===== src/rtl/calc_pkg.sv =====
// Shared types and key-code constants for the keypad calculator front end.
package calc_pkg;

    typedef enum logic [3:0] {
        NUM1,
        CONV1,
        WR1,
        OPSEL,
        WR_OP,
        NUM2,
        CONV2,
        WR2,
        RUN,
        FETCH,
        DISPLAY
    } state_t;

    typedef enum logic [1:0] {
        OP_ADD,
        OP_SUB,
        OP_MUL,
        OP_DIV
    } opcode_t;

    localparam logic [4:0] KEY_RECALL = 5'd10;
    localparam logic [4:0] KEY_BKSP   = 5'd11;
    localparam logic [4:0] KEY_ENTER  = 5'd12;
    localparam logic [4:0] KEY_CLEAR  = 5'd13;

    function automatic logic is_digit(input logic [4:0] code);
        return code <= 5'd9;
    endfunction

    // Operator keys occupy 16..19, so the opcode is simply the low two bits.
    function automatic logic is_operator(input logic [4:0] code);
        return code[4:2] == 3'b100;
    endfunction

endpackage


===== src/rtl/bcd_serial_conv.sv =====
// Serial BCD-to-binary converter: one digit per cycle, MSB first, DIGITS cycles per run.
module bcd_serial_conv
    import calc_pkg::*;
#(
    parameter int DIGITS = 4,
    parameter int IW     = (DIGITS > 1) ? $clog2(DIGITS) : 1
) (
    input  logic          clk,
    input  logic          nrst,
    input  logic          start_i,
    input  logic [3:0]    digit_i,
    output logic [IW-1:0] idx_o,
    output logic          done_o,
    output logic [31:0]   value_o
);

    logic          active_q;
    logic [IW-1:0] cnt_q;
    logic [31:0]   acc_q;
    logic [31:0]   acc_d;

    // acc*10 as shift-add keeps the arithmetic naturally mod 2^32.
    assign acc_d   = (acc_q << 3) + (acc_q << 1) + 32'(digit_i);
    assign idx_o   = cnt_q;
    assign done_o  = active_q && (cnt_q == IW'(DIGITS - 1));
    assign value_o = acc_d;

    always_ff @(posedge clk or negedge nrst) begin
        if (!nrst) begin
            active_q <= 1'b0;
            cnt_q    <= '0;
            acc_q    <= '0;
        end else if (start_i) begin
            active_q <= 1'b1;
            cnt_q    <= '0;
            acc_q    <= '0;
        end else if (active_q) begin
            if (done_o) begin
                active_q <= 1'b0;
                cnt_q    <= '0;
                acc_q    <= '0;
            end else begin
                cnt_q <= cnt_q + IW'(1);
                acc_q <= acc_d;
            end
        end
    end

endmodule


===== src/rtl/keypad_calc_ctrl.sv =====
// Keypad front end: collects two BCD operands and an opcode, hands them to the CPU
// through memory-mapped writes, runs the CPU, then fetches and displays the result.
module keypad_calc_ctrl
    import calc_pkg::*;
#(
    parameter int          DIGITS     = 4,
    parameter logic [31:0] ADDR_OP1   = 32'd220,
    parameter logic [31:0] ADDR_OP2   = 32'd240,
    parameter logic [31:0] ADDR_OPC   = 32'd260,
    parameter logic [31:0] ADDR_RES   = 32'd280,
    parameter logic [31:0] ADDR_IDLE  = 32'd320,
    parameter logic [31:0] DONE_INSTR = 32'hFFFF_FFFF
) (
    input  logic                  clk,
    input  logic                  nrst,
    input  logic                  key_valid,
    input  logic [4:0]            key_code,
    input  logic [31:0]           instruction,
    input  logic [31:0]           data_in,
    output logic [31:0]           address,
    output logic [31:0]           data_out,
    output logic                  fpga_en,
    output logic                  fpga_write,
    output logic                  cpu_en,
    output logic                  nrst_fpga,
    output logic [4*DIGITS-1:0]   disp,
    output logic [1:0]            disp_sel,
    output logic                  ovf,
    output logic                  busy
);

    localparam int BW = 4 * DIGITS;
    localparam int CW = $clog2(DIGITS + 1);
    localparam int IW = (DIGITS > 1) ? $clog2(DIGITS) : 1;
    localparam logic [63:0] DISP_MASK64 = (64'd1 << BW) - 64'd1;
    localparam logic [31:0] DISP_MASK   = DISP_MASK64[31:0];

    state_t        state_q, state_d;
    logic [BW-1:0] buf1_q, buf1_d, buf2_q, buf2_d;
    logic [CW-1:0] cnt1_q, cnt1_d, cnt2_q, cnt2_d;
    opcode_t       opcode_q, opcode_d;
    logic          opc_valid_q, opc_valid_d;
    logic [31:0]   op1_q, op1_d, op2_q, op2_d;
    logic [31:0]   result_q, result_d;
    logic          ovf_q, ovf_d;

    logic [BW-1:0] act_buf, edit_buf;
    logic [CW-1:0] act_cnt, edit_cnt;
    logic          clear_req;

    logic          conv_start;
    logic [3:0]    conv_digit;
    logic [IW-1:0] conv_idx;
    logic          conv_done;
    logic [31:0]   conv_value;

    bcd_serial_conv #(
        .DIGITS (DIGITS),
        .IW     (IW)
    ) u_conv (
        .clk     (clk),
        .nrst    (nrst),
        .start_i (conv_start),
        .digit_i (conv_digit),
        .idx_o   (conv_idx),
        .done_o  (conv_done),
        .value_o (conv_value)
    );

    // The same edit logic serves whichever operand buffer is currently active.
    always_comb begin
        act_buf  = (state_q == NUM2 || state_q == CONV2) ? buf2_q : buf1_q;
        act_cnt  = (state_q == NUM2 || state_q == CONV2) ? cnt2_q : cnt1_q;
        edit_buf = act_buf;
        edit_cnt = act_cnt;
        if (key_valid) begin
            if (is_digit(key_code) && act_cnt != CW'(DIGITS)) begin
                edit_buf = (act_buf << 4) | BW'(key_code[3:0]);
                edit_cnt = act_cnt + CW'(1);
            end else if (key_code == KEY_BKSP && act_cnt != '0) begin
                edit_buf = act_buf >> 4;
                edit_cnt = act_cnt - CW'(1);
            end
        end
        conv_digit = 4'(act_buf >> (4 * (DIGITS - 1 - int'(conv_idx))));
        conv_start = key_valid && key_code == KEY_ENTER &&
                     (state_q == NUM1 || state_q == NUM2);
    end

    always_comb begin
        state_d     = state_q;
        buf1_d      = buf1_q;
        buf2_d      = buf2_q;
        cnt1_d      = cnt1_q;
        cnt2_d      = cnt2_q;
        opcode_d    = opcode_q;
        opc_valid_d = opc_valid_q;
        op1_d       = op1_q;
        op2_d       = op2_q;
        result_d    = result_q;
        ovf_d       = ovf_q;
        clear_req   = 1'b0;

        case (state_q)
            NUM1: begin
                buf1_d = edit_buf;
                cnt1_d = edit_cnt;
                if (key_valid) begin
                    if (key_code == KEY_ENTER) begin
                        state_d = CONV1;
                    end else if (key_code == KEY_RECALL) begin
                        op1_d   = result_q;
                        state_d = WR1;
                    end else if (key_code == KEY_CLEAR) begin
                        clear_req = 1'b1;
                    end
                end
            end
            CONV1: begin
                if (conv_done) begin
                    op1_d   = conv_value;
                    state_d = WR1;
                end
            end
            WR1: state_d = OPSEL;
            OPSEL: begin
                if (key_valid) begin
                    if (is_operator(key_code)) begin
                        opcode_d    = opcode_t'(key_code[1:0]);
                        opc_valid_d = 1'b1;
                    end else if (key_code == KEY_ENTER && opc_valid_q) begin
                        state_d = WR_OP;
                    end else if (key_code == KEY_CLEAR) begin
                        clear_req = 1'b1;
                        state_d   = NUM1;
                    end
                end
            end
            WR_OP: state_d = NUM2;
            NUM2: begin
                buf2_d = edit_buf;
                cnt2_d = edit_cnt;
                if (key_valid) begin
                    if (key_code == KEY_ENTER) begin
                        state_d = CONV2;
                    end else if (key_code == KEY_CLEAR) begin
                        clear_req = 1'b1;
                        state_d   = NUM1;
                    end
                end
            end
            CONV2: begin
                if (conv_done) begin
                    op2_d   = conv_value;
                    state_d = WR2;
                end
            end
            WR2: state_d = RUN;
            RUN: begin
                if (instruction == DONE_INSTR) begin
                    state_d = FETCH;
                end
            end
            FETCH: begin
                result_d = data_in;
                ovf_d    = |(data_in & ~DISP_MASK);
                state_d  = DISPLAY;
            end
            DISPLAY: begin
                if (key_valid && key_code == KEY_ENTER) begin
                    clear_req = 1'b1;
                    ovf_d     = 1'b0;
                    state_d   = NUM1;
                end
            end
            default: state_d = NUM1;
        endcase

        // A fresh calculation starts with empty entry state; the last result is kept for recall.
        if (clear_req) begin
            buf1_d      = '0;
            buf2_d      = '0;
            cnt1_d      = '0;
            cnt2_d      = '0;
            opcode_d    = OP_ADD;
            opc_valid_d = 1'b0;
        end
    end

    always_ff @(posedge clk or negedge nrst) begin
        if (!nrst) begin
            state_q     <= NUM1;
            buf1_q      <= '0;
            buf2_q      <= '0;
            cnt1_q      <= '0;
            cnt2_q      <= '0;
            opcode_q    <= OP_ADD;
            opc_valid_q <= 1'b0;
            op1_q       <= '0;
            op2_q       <= '0;
            result_q    <= '0;
            ovf_q       <= 1'b0;
        end else begin
            state_q     <= state_d;
            buf1_q      <= buf1_d;
            buf2_q      <= buf2_d;
            cnt1_q      <= cnt1_d;
            cnt2_q      <= cnt2_d;
            opcode_q    <= opcode_d;
            opc_valid_q <= opc_valid_d;
            op1_q       <= op1_d;
            op2_q       <= op2_d;
            result_q    <= result_d;
            ovf_q       <= ovf_d;
        end
    end

    always_comb begin
        address    = ADDR_IDLE;
        data_out   = '0;
        fpga_en    = 1'b1;
        fpga_write = 1'b0;
        cpu_en     = 1'b0;
        nrst_fpga  = 1'b1;
        disp       = '0;
        disp_sel   = 2'd0;
        busy       = 1'b1;
        ovf        = ovf_q;

        case (state_q)
            NUM1: begin
                disp = buf1_q;
                busy = 1'b0;
            end
            CONV1: disp = buf1_q;
            WR1: begin
                disp       = buf1_q;
                fpga_write = 1'b1;
                address    = ADDR_OP1;
                data_out   = op1_q;
            end
            OPSEL: begin
                disp     = BW'(opcode_q);
                disp_sel = 2'd1;
                busy     = 1'b0;
            end
            WR_OP: begin
                disp       = BW'(opcode_q);
                disp_sel   = 2'd1;
                fpga_write = 1'b1;
                address    = ADDR_OPC;
                data_out   = 32'(opcode_q);
            end
            NUM2: begin
                disp     = buf2_q;
                disp_sel = 2'd2;
                busy     = 1'b0;
            end
            CONV2: begin
                disp     = buf2_q;
                disp_sel = 2'd2;
            end
            WR2: begin
                disp       = buf2_q;
                disp_sel   = 2'd2;
                fpga_write = 1'b1;
                address    = ADDR_OP2;
                data_out   = op2_q;
            end
            RUN: begin
                disp_sel = 2'd3;
                fpga_en  = 1'b0;
                cpu_en   = 1'b1;
            end
            FETCH: begin
                disp_sel = 2'd3;
                address  = ADDR_RES;
            end
            DISPLAY: begin
                disp      = BW'(result_q);
                disp_sel  = 2'd3;
                address   = ADDR_RES;
                nrst_fpga = 1'b0;
                busy      = 1'b0;
            end
            default: ;
        endcase
    end

endmodule


===== config.mk =====
export PLATFORM = sky130hd
export DESIGN_NAME = keypad_calc_ctrl
export DESIGN_NICKNAME = d
export VERILOG_FILES = /design/src/rtl/calc_pkg.sv /design/src/rtl/bcd_serial_conv.sv /design/src/rtl/keypad_calc_ctrl.sv
export SDC_FILE = /design/constraint.sdc
export NUM_CORES = 1
export LEC_CHECK = 0
export CAP_MARGIN = 20
export CORE_ASPECT_RATIO = 1.4
export CORE_MARGIN = 1
export CORE_UTILIZATION = 37
export CTS_CLUSTER_DIAMETER = 50
export DETAILED_ROUTE_END_ITERATION = 12
export PLACE_DENSITY = 0.66
export SLEW_MARGIN = 20
export SYNTH_ARGS = -nofsm -noshare
export SYNTH_HDL_FRONTEND = slang
export SYNTH_SLANG_ARGS = --single-unit

===== constraint.sdc =====
create_clock -name clk -period 5.5 [get_ports clk]
set_clock_uncertainty 0.2 [all_clocks]
set_input_delay 1.1 -clock clk [delete_from_list [all_inputs] [get_ports clk]]
set_output_delay 1.1 -clock clk [all_outputs]
set_load 0.01 [all_outputs]

==> results.md <==
- PnR worst setup slack: 0.412 ns
- Vias/cell: 5.77
- Final Max Slew Viols: 0
- Crit. End Element: flop
- RSZ-0062 raised after global routing: no
- Post-synth top cells: nand2_1 (185), dfrtp_1 (176), nor2_1 (112), ha_1 (63), a21oi_1 (58)
- Total GRT Usage: 0.232
- Synth cell types: 76
- GPL Wtd Cong: 0.927
- Port bufs: 134
- Final Instance Count excl. Fillers: 1745
- CP Data Arrival Time: 5.18 ns
- Post-synthesis async set-or-reset flop share: 1.00
- CTS tree: done
- Yosys reg bits: 176
- Root buf cell: clkbuf_16
- ANT nets after route: 0
- Crit path buf inv count: 5
- Critical path peak fanout: 15
- Post_cts resized: 0
- Number of diodes: 0
- Total gr overflow: 0
- Post-place instance area: 12900 sq um
- Die width: 149 microns
- Worst slack, placed: 0.504 ns
- WL met1: 13.7 mm
- DRC viols: 0
- Mapped cell area: 11200 sq um
- Clock transition at path regs: 0.07 ns
- Vias in the first global route: 10000
- CP Cell Sequence: nor2b_1, o21ai_2, buf_4, mux2_2, inv_2, mux4_2, inv_1, ha_1, ha_1, inv_1, fa_1, nand2b_1, a211oi_1, buf_4, o21ai_1, a21oi_1, a41oi_1, xor2_1, o22ai_1
- Max rail drop VDD: 308 uV
- Total CTS buffers: 17
- Post-CTS Setup Bufs: 0
- Maximum clock rate: 0.197 GHz
- Dpl cells: 1713
- Hold path startpoint: op2_q[11]
- Routed WL per cell: 20.1 microns
- Cell depth of the worst flop-to-flop path: 19
- Max-cap violations: 0
- Final nets: 1484
- Worst stage delay on the critical path: 0.45 ns
- Synth warn: 0
- R2R Setup Slk: 0.41 ns
- Clk_lat worst skew: 0.44 ns
- Yosys top cell area share: 0.393
- Mean post-synth cell area: 8.99 sq um
- Top Ports: 160
- Sequential fraction of the synthesis area: 0.393
- Leak pwr: 6.05 nW
- Post-synth EDFFs: 0
- R2R Path End: op1_q[30]
- CP required: 5.59 ns
- Total power: 7.75 mW
- Slowest cell on crit path: a21oi_1
- Worst r2r src: state_q[0]
- Layout cells sized above 1: 0.0691
- Core ar.: 29900 sq um
- Hold buffer count at cts: 0
- Status: finished clean
- Initial antenna violation count: 0
- Vias: 10100
- Area growth syn-to-layout: 19.9%
- Met2 wire len: 18.5 mm
- Die height: 208 microns
- Ys flop type: dfrtp_1
- Max Root-Sink Buffers: 2
- Clock Sinks: 176
- First-pass GRT wire length: 55.5 mm
- Initial drt markers: 768
- Metal3 WL: 1.56 mm
- Num rows: 75
- Htree depth: 4
- Fin area: 13500 sq um
- Top post-synthesis cells by area: dfrtp_1 (39%), ha_1 (7.0%), nand2_1 (6.2%), nor2_1 (3.7%), a22o_1 (3.7%)
- Setup Crit Path Kind: flop to flop
- Uppermost layer routed: met4
- Gate Count Post-Synth: 1248
- Pwr per Cell Area: 576 nW/um^2
- Slew headroom: 0.370
- Hold Crit Class: flop to flop
- Setup TNS: 0 ns
- CP Launch Type: flop
- Yosys top cell by area: dfrtp_1
- Final wirelength: 35.1 mm
- Hpwl dp: 25.7 mm
- Tmin final: 5.09 ns
- Final setup fails: 0
- Hold EP: op2_q[11]
- Largest net degree at the start of global routing: 92
- Initial core utilization: 0.375
- Crit path max-delay family: compound AO/OA/AOI/OAI gates
- Fin crit share: 0.925
- Die area: 31000 sq um
- Top-count cell post-synth: nand2_1
- Hold Path Stages: 2
- Hold Vio Cnt, Final: 0
- First-pass DRT Iterations: 5
- Worst slew pin tran: 0.945 ns
[worst max-delay path by stage]
stage                     slack (ns)   endpoint  startpoint  cells after the start
after floorplan                 0.80  op1_q[30]  state_q[0]                     16
after global placement          0.60  op1_q[30]  state_q[0]                     19
after detailed placement        0.50  op1_q[30]  state_q[0]                     19
after CTS                       0.47  op1_q[30]  state_q[0]                     19
after global routing            0.14  op1_q[30]  state_q[0]                     19
final                           0.41  op1_q[30]  state_q[0]                     19
[per-stage QoR]
step | util | hold WS (ns)
after floorplan | - | 0.246
after global placement | 0.430 | 0.259
after detailed placement | 0.430 | 0.264
after CTS | 0.449 | 0.281
after global routing | 0.449 | 0.301
final | 0.449 | 0.277
[area by class of cell]
cell class / instances / area, sq um
repair buffers: 162 / 1570
flip-flops and latches: 176 / 4400
fillers: 2873 / 16500
clock buffers: 19 / 443
multi-input cells: 967 / 6340
clock inverters: 13 / 136
inverters: 23 / 86.3
well taps: 385 / 482
[power by group]
group	leakage, nW	total, mW	switching, mW	internal, mW
combinational	3.52	4.39	2.50	1.89
clock	0.276	1.21	0.532	0.681
sequential	2.25	2.15	0.407	1.74
total	6.05	7.75	3.44	4.31
[worst reg2reg max path: stages (launching register included)]
cell and delay (ns):
dfrtp_1 0.39, nor2b_1 0.20, o21ai_2 0.39, buf_4 0.36
mux2_2 0.42, inv_2 0.05, mux4_2 0.22, inv_1 0.05
ha_1 0.27, ha_1 0.16, inv_1 0.06, fa_1 0.40
nand2b_1 0.20, a211oi_1 0.23, buf_4 0.17, o21ai_1 0.08
a21oi_1 0.45, a41oi_1 0.22, xor2_1 0.28, o22ai_1 0.14
[kinds of logic (layout without fill, tap and decap cells)]
family                     count (synthesis)  after routing  share of synthesized area
buffers and inverters                    129            217                     0.0550
DFF                                      176            176                      0.393
other                                      1             25                   0.000334
AOI/OAI and AO/OA                        343            343                      0.213
and+or+nand+nor                          443            443                      0.178
muxes                                     64             64                     0.0659
adders and majority gates                 65             65                     0.0739
xor gates and xnor gates                  27             27                     0.0211
[metal layers]
metal	track usage	vias to the layer above
li1	-	4731
met1	0.273	4929
met2	0.414	325
met3	0.0320	82
met4	0.101	0
met5	0	-
[cell usage in the layout (no fill, tap or decap), drive strengths merged, types with 32 or more instances in the layout]
cell type        n
mux2            39
dfrtp          176
a22o            48
nand2          185
o22ai           32
o21ai           77
ha              63
clkdlybuf4s50  133
a21oi           59
nand3           35
nor2           113
[registers in the layout (all words and copies together) (netlist names)]
| register | count |
|---|---|
| u_conv.idx_o | 2 |
| cnt2_q | 3 |
| result_q | 32 |
| u_conv.acc_q | 31 |
| buf1_q | 16 |
| opc_valid_q | 1 |
| state_q | 4 |
| op2_q | 32 |
| buf2_q | 16 |
| opcode_q | 2 |
| ovf | 1 |
| cnt1_q | 3 |
| op1_q | 32 |
| u_conv.active_q | 1 |
No activity file was read; power rests on OpenSTA's default activity.
